File: src/rtl/dmem_pkg.sv
// Shared encodings, lane helpers and the response-register layout for the
// data-memory arbiter.
package dmem_pkg;

  localparam logic [1:0] SZ_B = 2'b00;
  localparam logic [1:0] SZ_H = 2'b01;
  localparam logic [1:0] SZ_W = 2'b10;
  localparam logic [1:0] SZ_X = 2'b11;

  // What the arbiter remembers about a granted access until its response.
  typedef struct packed {
    logic       owner;  // 0 = port 0, 1 = port 1
    logic       we;
    logic [1:0] size;
    logic [1:0] off;
    logic       sext;
    logic       err;
  } rsp_t;

  // Byte-lane enables for a legal store of the given size at the given offset.
  function automatic logic [3:0] lane_wren(input logic [1:0] size, input logic [1:0] off);
    case (size)
      SZ_B:    return 4'b0001 << off;
      SZ_H:    return off[1] ? 4'b1100 : 4'b0011;
      SZ_W:    return 4'b1111;
      default: return 4'b0000;
    endcase
  endfunction

  // Half on an odd byte, word off a word boundary, or the reserved size code.
  function automatic logic misaligned(input logic [1:0] size, input logic [1:0] off);
    case (size)
      SZ_B:    return 1'b0;
      SZ_H:    return off[0];
      SZ_W:    return off != 2'b00;
      default: return 1'b1;
    endcase
  endfunction

endpackage

File: src/rtl/dmem_lane_align.sv
// Byte-lane steering for stores and extraction/extension for loads.
module dmem_lane_align
  import dmem_pkg::*;
(
  input  logic        act,
  input  logic        wr,
  input  logic [1:0]  st_size,
  input  logic [1:0]  st_off,
  input  logic [31:0] st_data,
  output logic [31:0] mem_wdata,
  output logic [3:0]  mem_wren,
  input  logic [1:0]  ld_size,
  input  logic [1:0]  ld_off,
  input  logic        ld_sext,
  input  logic [31:0] mem_rdata,
  output logic [31:0] ld_data
);

  logic [31:0] shifted;

  function automatic logic [31:0] ext8(input logic [7:0] b, input logic sext);
    logic signed [7:0] sb;
    sb = b;
    return sext ? 32'(sb) : {24'd0, b};
  endfunction

  function automatic logic [31:0] ext16(input logic [15:0] h, input logic sext);
    logic signed [15:0] sh;
    sh = h;
    return sext ? 32'(sh) : {16'd0, h};
  endfunction

  // Replicate the right-justified store data across every lane it may land in.
  always_comb begin
    mem_wdata = '0;
    if (act) begin
      case (st_size)
        SZ_B:    mem_wdata = {4{st_data[7:0]}};
        SZ_H:    mem_wdata = {2{st_data[15:0]}};
        default: mem_wdata = st_data;
      endcase
    end
  end

  assign mem_wren = wr ? lane_wren(st_size, st_off) : 4'b0000;
  assign shifted  = mem_rdata >> {ld_off, 3'b000};

  // Bring the addressed byte/half down to bit 0 and extend it.
  always_comb begin
    case (ld_size)
      SZ_B:    ld_data = ext8(shifted[7:0], ld_sext);
      SZ_H:    ld_data = ext16(shifted[15:0], ld_sext);
      default: ld_data = mem_rdata;
    endcase
  end

endmodule

File: src/rtl/dmem_arbiter.sv
// Two-port round-robin arbiter in front of the single-port data memory.
// Port 0 is the load/store unit, port 1 the loader/debug port.
module dmem_arbiter
  import dmem_pkg::*;
#(
  parameter int ADDR_W = 32,
  parameter int DATA_W = 32
) (
  input  logic              clk,
  input  logic              rst_n,
  input  logic              m0_req,
  input  logic              m0_we,
  input  logic [1:0]        m0_size,
  input  logic              m0_sext,
  input  logic [ADDR_W-1:0] m0_addr,
  input  logic [DATA_W-1:0] m0_wdata,
  output logic              m0_gnt,
  output logic              m0_rvalid,
  output logic [DATA_W-1:0] m0_rdata,
  output logic              m0_err,
  input  logic              m1_req,
  input  logic              m1_we,
  input  logic [1:0]        m1_size,
  input  logic              m1_sext,
  input  logic [ADDR_W-1:0] m1_addr,
  input  logic [DATA_W-1:0] m1_wdata,
  output logic              m1_gnt,
  output logic              m1_rvalid,
  output logic [DATA_W-1:0] m1_rdata,
  output logic              m1_err,
  output logic [ADDR_W-1:0] mem_addr,
  output logic [DATA_W-1:0] mem_wdata,
  output logic [3:0]        mem_wren,
  input  logic [DATA_W-1:0] mem_rdata
);

  logic              last;
  logic              act, sel, bad, wr, ld_ok;
  logic              w_we, w_sext;
  logic [1:0]        w_size;
  logic [ADDR_W-1:0] w_addr;
  logic [DATA_W-1:0] w_wdata;
  logic [DATA_W-1:0] ld_data;
  logic              vld_p1;
  rsp_t              rsp_p1;

  // A lone requester wins; a tie goes to the port that did not win last.
  // Nothing is granted while reset is asserted, which also blocks writes.
  always_comb begin
    m0_gnt = 1'b0;
    m1_gnt = 1'b0;
    if (rst_n) begin
      if (m0_req && (!m1_req || last)) m0_gnt = 1'b1;
      else if (m1_req)                 m1_gnt = 1'b1;
    end
  end

  assign act = m0_gnt | m1_gnt;
  assign sel = m1_gnt;

  // Forward the winner's request fields onto the shared memory path.
  always_comb begin
    w_we    = sel ? m1_we    : m0_we;
    w_size  = sel ? m1_size  : m0_size;
    w_sext  = sel ? m1_sext  : m0_sext;
    w_addr  = sel ? m1_addr  : m0_addr;
    w_wdata = sel ? m1_wdata : m0_wdata;
  end

  assign bad      = misaligned(w_size, w_addr[1:0]);
  assign wr       = act & w_we & ~bad;
  assign mem_addr = act ? {w_addr[ADDR_W-1:2], 2'b00} : '0;

  dmem_lane_align u_lane (
    .act       (act),
    .wr        (wr),
    .st_size   (w_size),
    .st_off    (w_addr[1:0]),
    .st_data   (w_wdata),
    .mem_wdata (mem_wdata),
    .mem_wren  (mem_wren),
    .ld_size   (rsp_p1.size),
    .ld_off    (rsp_p1.off),
    .ld_sext   (rsp_p1.sext),
    .mem_rdata (mem_rdata),
    .ld_data   (ld_data)
  );

  // Round-robin pointer follows the most recent winner.
  always_ff @(posedge clk or negedge rst_n) begin
    if (!rst_n)   last <= 1'b1;
    else if (act) last <= sel;
  end

  // ---- stage p0 -> p1: response valid, dropped on reset ----
  always_ff @(posedge clk or negedge rst_n) begin
    if (!rst_n) vld_p1 <= 1'b0;
    else        vld_p1 <= act;
  end

  // Response payload, captured on grant; only meaningful while vld_p1 is set.
  always_ff @(posedge clk) begin
    if (act) rsp_p1 <= '{owner: sel, we: w_we, size: w_size, off: w_addr[1:0],
                         sext: w_sext, err: bad};
  end

  assign ld_ok     = ~rsp_p1.we & ~rsp_p1.err;
  assign m0_rvalid = vld_p1 & ~rsp_p1.owner;
  assign m1_rvalid = vld_p1 &  rsp_p1.owner;
  assign m0_err    = m0_rvalid & rsp_p1.err;
  assign m1_err    = m1_rvalid & rsp_p1.err;
  assign m0_rdata  = (m0_rvalid & ld_ok) ? ld_data : '0;
  assign m1_rdata  = (m1_rvalid & ld_ok) ? ld_data : '0;

endmodule

File: config.mk
export PLATFORM = sky130hd
export DESIGN_NAME = dmem_arbiter
export DESIGN_NICKNAME = d
export VERILOG_FILES = /design/src/rtl/dmem_pkg.sv /design/src/rtl/dmem_lane_align.sv /design/src/rtl/dmem_arbiter.sv
export SDC_FILE = /design/constraint.sdc
export NUM_CORES = 1
export LEC_CHECK = 0
export ABC_AREA = 0
export BUFFER_PORTS_ARGS = -buffer_cell sky130_fd_sc_hd__buf_2
export CAP_MARGIN = 15
export CORE_AREA = 2 2 121 123
export CTS_CLUSTER_DIAMETER = 150
export DETAILED_ROUTE_END_ITERATION = 7
export DIE_AREA = 0 0 123 125
export GPL_TIMING_DRIVEN = 1
export SLEW_MARGIN = 20
export SYNTH_ARGS = -nofsm -noshare
export SYNTH_HDL_FRONTEND = slang
export SYNTH_SLANG_ARGS = --single-unit
File: constraint.sdc
create_clock -name clk -period 2.2 [get_ports clk]
set_input_delay 0.11 -clock clk [delete_from_list [all_inputs] [get_ports clk]]
set_output_delay 0.11 -clock clk [all_outputs]
set_load 0.02 [all_outputs]
== After elaboration in Yosys (flattened, before gate mapping) ==
Index checks and enable logic that the tools add are counted.
Storage, ports and cells
  register bits: 10
  bits of input ports: 172
  output and inout bits: 138
  word-level logic and storage cells: 55
Operators by class
  equal/unequal tests: 3
  shifts and indexed selects: 2
  multiplexer cells: 22
  bitwise gates (word level): 14
  reduce and logical (&&, ||, !) cells: 6
Operators by type and width (count)
  two-way mux 32 bit: 8
  case mux 32 bit (2 select lines): 2
  right shift 32 x 5 -> 16 bit: 1
  case mux 4 bit (3 select lines): 1
  AND 1 bit: 9
  two-way mux 4 bit: 2
  two-way mux 1 bit: 7
  == test 2 x 1 -> 1 bit (second input constant): 2
  logical NOT 2 bit: 2
  inverter 1 bit: 4
  << shifter 1 x 2 -> 4 bit (first input constant): 1
  case mux 1 bit (3 select lines): 1
  == test 2 bit (second input constant): 1
  two-way mux 2 bit: 1
  nonzero test 2 bit: 1
  logical AND 1 bit: 1
  logical NOT 1 bit: 1
  logical OR 1 bit: 1
  bitwise OR 1 bit: 1

== Logic depth before layout (Yosys ltp) ==
Gate-level depths: netlist (run 1).
  word-level depth: 11
  gate-level depth with buffers: 8
  depth with buffers taken out: 5

== Cells and area by module ==
A second synthesis (run 1) with hierarchy kept.
Second synthesis, totals
  cell total of the unflattened synthesis: 533
  area, all modules: 3126.7 µm²
Modules (own cells, without submodules)
  dmem_arbiter: instances 1, cells each 327, area each 1796.7 µm², seq. area each 291.5 µm²
  dmem_lane_align: instances 1, cells each 206, area each 1330.0 µm², seq. area each 0.0 µm²

== Least setup slack after synthesis (run 1) ==
OpenSTA, ideal clock, no wires.
  path type: reg2out
  start point: register last
  end point: output mem_wdata[21]
  arrival time: 1.829 ns
  data required time: 2.090 ns
  slack: 0.261 ns
  cell stages (with the launch flop): 7
  path buffers: 2
  path through: dfstp_2 -> nand2_1 -> buf_6 -> a21boi_1 -> nor2_4 -> buf_2 -> a211oi_1
On the way
  word-level cells in the longest chain between the ends: 8
  elaborated cells on any way between the ends: 13
  classes of those cells: eq/ne (1); mux (8); bitwise (1); reduce/logical (3)
RTL lines
  from (decl): line dmem_arbiter.sv:37  | logic last;
  from (signal assigned): line dmem_arbiter.sv:92  | else if (act) last <= sel;
  logical OR 1 bit (*): line dmem_arbiter.sv:53  | if (m0_req && (!m1_req || last)) m0_gnt = 1'b1;
  logical AND 1 bit (*): line dmem_arbiter.sv:53
  two-way mux 1 bit: line dmem_arbiter.sv:53
  two-way mux 1 bit: line dmem_arbiter.sv:52  | if (rst_n) begin
  two-way mux 2 bit: line dmem_arbiter.sv:64  | w_size = sel ? m1_size : m0_size;
  == test 2 x 1 -> 1 bit / logical NOT 2 bit (equally long branches): line dmem_lane_align.sv:37  | case (st_size)
  case mux 32 bit (2 select lines): line dmem_lane_align.sv:37
  two-way mux 32 bit (*): line dmem_lane_align.sv:36  | if (act) begin
  to (decl): line dmem_arbiter.sv:32  | output logic [DATA_W-1:0] mem_wdata,
Every way passes the cells marked *; elsewhere a longest branch is shown, timed or not.

== Worst setup path in the final report (run 1) ==
  start point: register last
  end point: output mem_wdata[11]
Same word-level chain as after synthesis.

==> flow_metrics.py, run 1 <==
metrics = {
    "status": {
        "status": "finished with violations",
        "violations": "setup timing",
    },
    "route": {
        "vias": 5076,
        "drc": 0,
        "via_per_inst": 5.20,
        "drt_iter0_markers": 342,
        "drt_first_pass_iters": 5,
        "routedWlPerCell_um": 17.2,
        "ant_nets": 0,
        "drt-total-wl_um": 16800,
    },
    "run": {
        "cap_viol_max_count": 0,
    },
    "die": {
        "rows": 44,
        "die_area_mm2": 0.0154,
        "ios": 310,
        "core_mm2": 0.0142,
        "chipWidth_um": 123,
        "start_util_pct": 23.6,
        "die_h_um": 125,
    },
    "sta": {
        "max_freq_ghz": 0.445,
        "tns_ns": -0.0813,
        "drv_slew": 0,
        "rsz0062_at_grt": "yes",
        "setup_ws_ns": -0.0485,
        "skew_ns": 0.00277,
        "setup_viol_count_final": 4,
        "max_slew_margin_pct": 55.7,
        "post-route-min-period_ns": 2.25,
        "finalHoldViolations": 0,
        "tightestPinTransition_ns": 0.647,
        "fin_crit_sh_pct": 102,
    },
    "global_route": {
        "grt_pass1_wl_um": 24000,
        "antenna_found_initial": 0,
        "grt_max_degree": 44,
        "overflow": 0,
        "first_global_vias": 4556,
        "grt_usage_pct": 19.3,
    },
    "layout": {
        "syn2layout_area_growth_pct": 61.2,
        "nets": 965,
        "finish.utilization_pct": 38.0,
        "diodes": 0,
        "final_common_cell": "buf_2",
        "drive_gt1_share_pct": 49.0,
        "final_cells": 976,
        "mostFrequentLayoutCells": "302 x buf_2, 105 x nand2_1, 54 x o21ai_0, 33 x a21oi_1",
        "stdcell_area_mm2": 0.00540,
    },
    "hold_path": {
        "hold_path.class": "primary input to flip-flop",
    },
    "pwr": {
        "clock_power_share_pct": 20.1,
        "p_leak_nw": 2.80,
        "sw_frac_of_total_pct": 44.3,
        "pwr-share-seq_pct": 14.2,
        "power_switching_uw": 768,
        "p_int_uw": 966,
        "ir_drop_uv": 221,
        "p_per_area_mw_per_mm2": 321,
        "p_comb_share_pct": 65.6,
    },
    "place": {
        "io_buffers": 307,
        "gp_congestion": 0.833,
        "place_ws_ns": 0.177,
        "dp_cells": 961,
        "placed_area_mm2": 0.00507,
        "dp_hpwl_um": 13100,
    },
    "yosys": {
        "synth_seq_cells": 10,
        "synth_top_cell_by_area": "nand2_1",
        "synth_area_mm2": 0.00335,
        "avgSynthCellArea_um2": 6.71,
        "synthTopCellsByArea": "nand2_1 12%, o21ai_0 8.4%, mux2i_1 7.8%, edfxtp_1 7.2%, a211oi_1 5.6%",
        "yosys_warnings": 0,
        "postSynthCellCount": 499,
        "ys.flop_type": "edfxtp_1",
        "synthDistinctLibCells": 64,
        "synth_top_area_share_pct": 12.0,
        "synthArstFlopShare_pct": 20.0,
        "synth_enable_flop_cells": 8,
        "ys_seq_area_share_pct": 8.70,
    },
    "critical_path": {
        "cp.arrival_ns": 2.14,
        "rrSetupSlack_ns": 0.37,
        "end_kind": "output pin",
        "critPathLaunchType": "flip-flop",
        "crit_required_ns": 2.09,
        "worstSetupPathType": "flip-flop to output pin",
        "path_max_fanout": 9,
        "crit_buf_inv": 2,
        "path_cells": "and2_2 -> nor4_2 -> buf_4 -> a2111oi_0 -> a211oi_2 -> buf_2",
        "slowest_stage": "a2111oi_0",
        "crit_family": "compound AO/OA/AOI/OAI gates",
        "cpPeakStageDelay_ns": 0.61,
    },
    "clock_tree": {
        "cts.sinks": 10,
        "clk-insertion-delay-late_ns": 0.23,
        "h-tree-depth": 1,
        "cts_tree": "yes",
        "clk_pin_slew_ns": 0.04,
        "cts_buffer_depth": 2,
        "cts-root-buf": "clkbuf_16",
        "cts_buffers": 3,
    },
}
==> worst min-delay path, cell delays in order <==
cell and delay (ns):
buf_2 0.07, nand2_1 0.04, nand2_1 0.06
==> power groups by stage <==
stage	clock network (mW)	registers (mW)	logic [mW]
global placement	0	0.248	1.06
global route	0.368	0.249	1.23
floorplan	0	0.239	0.648
finish	0.349	0.247	1.14
CTS	0.355	0.244	1.08
detailed placement	0	0.249	1.06
==> metrics by stage <==
step / hold slack, ns / total power, mW
finish: 0.165 / 1.73
global route: 0.174 / 1.85
CTS: 0.159 / 1.68
detailed placement: -0.0567 / 1.31
global placement: -0.0583 / 1.31
floorplan: -0.186 / 0.887
==> Yosys cell counts, types with 11 or more instances <==
| master | instances |
|---|---|
| buf_2 | 20 |
| nor2b_1 | 13 |
| clkbuf_1 | 21 |
| o21ai_0 | 56 |
| and2_1 | 11 |
| a22o_1 | 20 |
| nor2_1 | 13 |
| a211oi_1 | 25 |
| a21oi_1 | 33 |
| and3_1 | 28 |
| mux2i_1 | 26 |
| a221oi_1 | 18 |
| nand2_1 | 107 |
==> registers in the layout, summed over array words and instances, names as in the netlist <==
| signal | cells |
|---|---|
| last | 1 |
| rsp_p1 | 8 |
| vld_p1 | 1 |
==> metal layers <==
metal,wire [µm],vias up,global-route usage (%)
li1,-,2446,-
met1,6310,2326,22.0
met2,8670,279,36.6
met3,1450,25,3.19
met4,343,0,4.88
met5,0,-,0
==> what timing repair did <==
action	in CTS	in global routing
pin swaps	1	2
endpoints found under the setup margin	34	69
cloned	0	4
endpoints found under the hold margin	2	0
hold buffers	1	0
gates resized for setup	9	18
setup buffers	2	4
==> path summary, 6_finish.rpt <==
check / start / to / cells after the start
min: m1_sext / rsp_p1[1] / 3
max in group asynchronous: rst_n / last / 2
min in group asynchronous: rst_n / vld_p1 / 2
max: last / mem_wdata[11] / 6
max reg2reg: last / rsp_p1[0] / 6
min reg2reg: last / last / 2
==> cell families (layout without fill, tap and decap cells) <==
| kind of cell | Yosys count | count (layout) | share of synthesized area, % |
|---|---|---|---|
| AOI/OAI and AO/OA | 191 | 191 | 40.0 |
| xor gates and xnor gates | 4 | 4 | 1.05 |
| buffers and inverters | 61 | 352 | 9.60 |
| DFF | 10 | 10 | 8.70 |
| muxes | 35 | 35 | 11.1 |
| other | 1 | 2 | 0.112 |
| and+or+nand+nor | 197 | 198 | 29.4 |
==> cell type report <==
| type | count | area, µm² |
|---|---|---|
| sequential | 10 | 292 |
| tap | 184 | 230 |
| timing repair buffer | 341 | 1930 |
| clock buffer | 4 | 88.8 |
| fill | 1562 | 8800 |
| multi-input combinational | 430 | 2830 |
| inverter | 7 | 31.3 |
(Power assumes the default switching activity.)
==> run 2: changes to the inputs <==
- CTS_BUF_LIST: not set -> sky130_fd_sc_hd__clkbuf_8
- PLACE_DENSITY: not set -> 0.62
==> flow_metrics.py, run 2 (same netlist as run 1, synthesis figures left out) <==
metrics = {
    "route": {
        "drc": 0,
        "drt_iter0_markers": 278,
        "via_per_inst": 5.20,
        "drt-total-wl_um": 17500,
        "ant_nets": 0,
        "routedWlPerCell_um": 17.9,
        "drt_first_pass_iters": 5,
        "vias": 5082,
    },
    "die": {
        "chipWidth_um": 123,
        "start_util_pct": 23.6,
        "die_h_um": 125,
        "die_area_mm2": 0.0154,
        "core_mm2": 0.0142,
        "ios": 310,
        "rows": 44,
    },
    "sta": {
        "setup_ws_ns": 0.0403,
        "skew_ns": 0.00109,
        "post-route-min-period_ns": 2.16,
        "max_freq_ghz": 0.463,
        "tightestPinTransition_ns": 0.623,
        "max_slew_margin_pct": 58.5,
        "finalHoldViolations": 0,
        "fin_crit_sh_pct": 98.2,
        "setup_viol_count_final": 0,
        "whs_ns": 0.166,
        "drv_slew": 0,
    },
    "place": {
        "placed_area_mm2": 0.00509,
        "io_buffers": 307,
        "dp_hpwl_um": 13300,
        "place_ws_ns": 0.0563,
        "gp_congestion": 0.839,
        "dp_cells": 964,
    },
    "pwr": {
        "p_per_area_mw_per_mm2": 298,
        "finalPower_mw": 1.62,
        "ir_drop_uv": 156,
        "p_leak_nw": 2.81,
    },
    "layout": {
        "drive_gt1_share_pct": 50.0,
        "nets": 967,
        "mostFrequentLayoutCells": "301 x buf_2, 106 x nand2_1, 54 x o21ai_0, 33 x a21oi_1",
        "diodes": 0,
        "largest_reg_flops": 8,
        "final_cells": 978,
        "final_common_cell": "buf_2",
        "reg_top3": "rsp_p1 x8, last x1, vld_p1 x1",
        "stdcell_area_mm2": 0.00545,
        "fillers": 1565,
        "regMostFlops": "rsp_p1",
        "syn2layout_area_growth_pct": 62.7,
    },
    "global_route": {
        "overflow": 0,
        "grt_usage_pct": 20.7,
        "first_global_vias": 4661,
        "antenna_found_initial": 2,
        "grt_max_degree": 47,
        "grt_pass1_wl_um": 25200,
    },
    "critical_path": {
        "worstSetupPathType": "flip-flop to output pin",
        "worst-path-stages": 7,
        "end_kind": "output pin",
        "critPathLaunchType": "flip-flop",
        "path_cells": "nand2_4 -> buf_12 -> buf_4 -> and3_1 -> a221oi_1 -> a211oi_1 -> buf_2",
        "crit_buf_inv": 3,
        "crit_required_ns": 2.09,
        "cp.arrival_ns": 2.05,
        "slowest_stage": "dfstp_2",
        "path_max_fanout": 11,
        "reg2regPathDepth": 6,
        "crit_family": "flip-flops",
        "cpPeakStageDelay_ns": 0.56,
    },
    "hold_path": {
        "hold_depth": 3,
        "hold_path.class": "primary input to flip-flop",
    },
    "clock_tree": {
        "cts_tree": "yes",
        "clk_pin_slew_ns": 0.05,
        "cts_buffer_depth": 2,
        "cts-root-buf": "clkbuf_8",
        "clk-insertion-delay-late_ns": 0.23,
        "cts_buffers": 3,
        "cts.sinks": 10,
        "h-tree-depth": 1,
    },
    "status": {
        "status": "finished clean",
    },
    "run": {
        "cap_viol_max_count": 0,
    },
}
## run 2: cell types whose count changed in the layout (fill, tap and decap cells not counted), sizes merged
cell	before	now
a21oi	34	35
buf	337	340
bufbuf	0	1
clkbuf	7	4
clkinv	1	2
nand2	109	108
## run 2: worst paths after layout
check                         from             to  slack [ns]
min reg2reg                   last           last        0.59
max reg2reg                   last      rsp_p1[0]        0.41
max in group asynchronous    rst_n           last        1.63
min in group asynchronous    rst_n         vld_p1        0.34
min                        m1_sext      rsp_p1[1]        0.17
max                           last  mem_wdata[30]        0.04
## run 2: routing by layer
| metal | share of wire (%) | global-route usage, % | vias up | routed length (µm) |
|---|---|---|---|---|
| met5 | 0.13 | 0 | - | 23 |
| met4 | 3.2 | 7.69 | 4 | 556 |
| met3 | 8.4 | 3.38 | 36 | 1470 |
| met2 | 50 | 38.3 | 283 | 8830 |
| met1 | 38 | 23.4 | 2306 | 6640 |
| li1 | - | - | 2453 | - |
## run 2: through the flow
| stage | TNS (ns) | utilization [%] |
|---|---|---|
| after CTS | 0 | 36.9 |
| after floorplan | 0 | - |
| final | 0 | 38.4 |
| after global routing | -0.00364 | 38.4 |
| after global placement | 0 | 35.8 |
| after detailed placement | 0 | 35.8 |
## run 2: where the power goes
part | internal (mW) | switching [mW] | leakage, nW
registers | 0.226 | 0.0200 | 0.100
logic | 0.493 | 0.698 | 2.69
clock network | 0.122 | 0.0645 | 0.0231
## run 2: area by class of cell
type	count	area (µm²)	area share [%]
clock buffer	3	41.3	0.758
multi-input combinational	430	2880	52.8
inverter	7	33.8	0.620
sequential	10	292	5.35
timing repair buffer	343	1970	36.1
clock inverter	1	3.75	0.0689
tap	184	230	4.22
## run 2: timing repair
item,CTS,global route
setup endpoints to repair,58,74
resized for setup,17,25
hold buffers,1,0
pin swaps,1,5
cloned,2,1
setup buffers,0,6
endpoints found under the hold margin,2,0
## run 2: worst reg2reg max path: cells and delay by family (launching register included)
family	cells	cell delay [ns]
flops	1	0.56
buf+inv	2	0.39
compound gates	1	0.10
simple gates	3	0.47
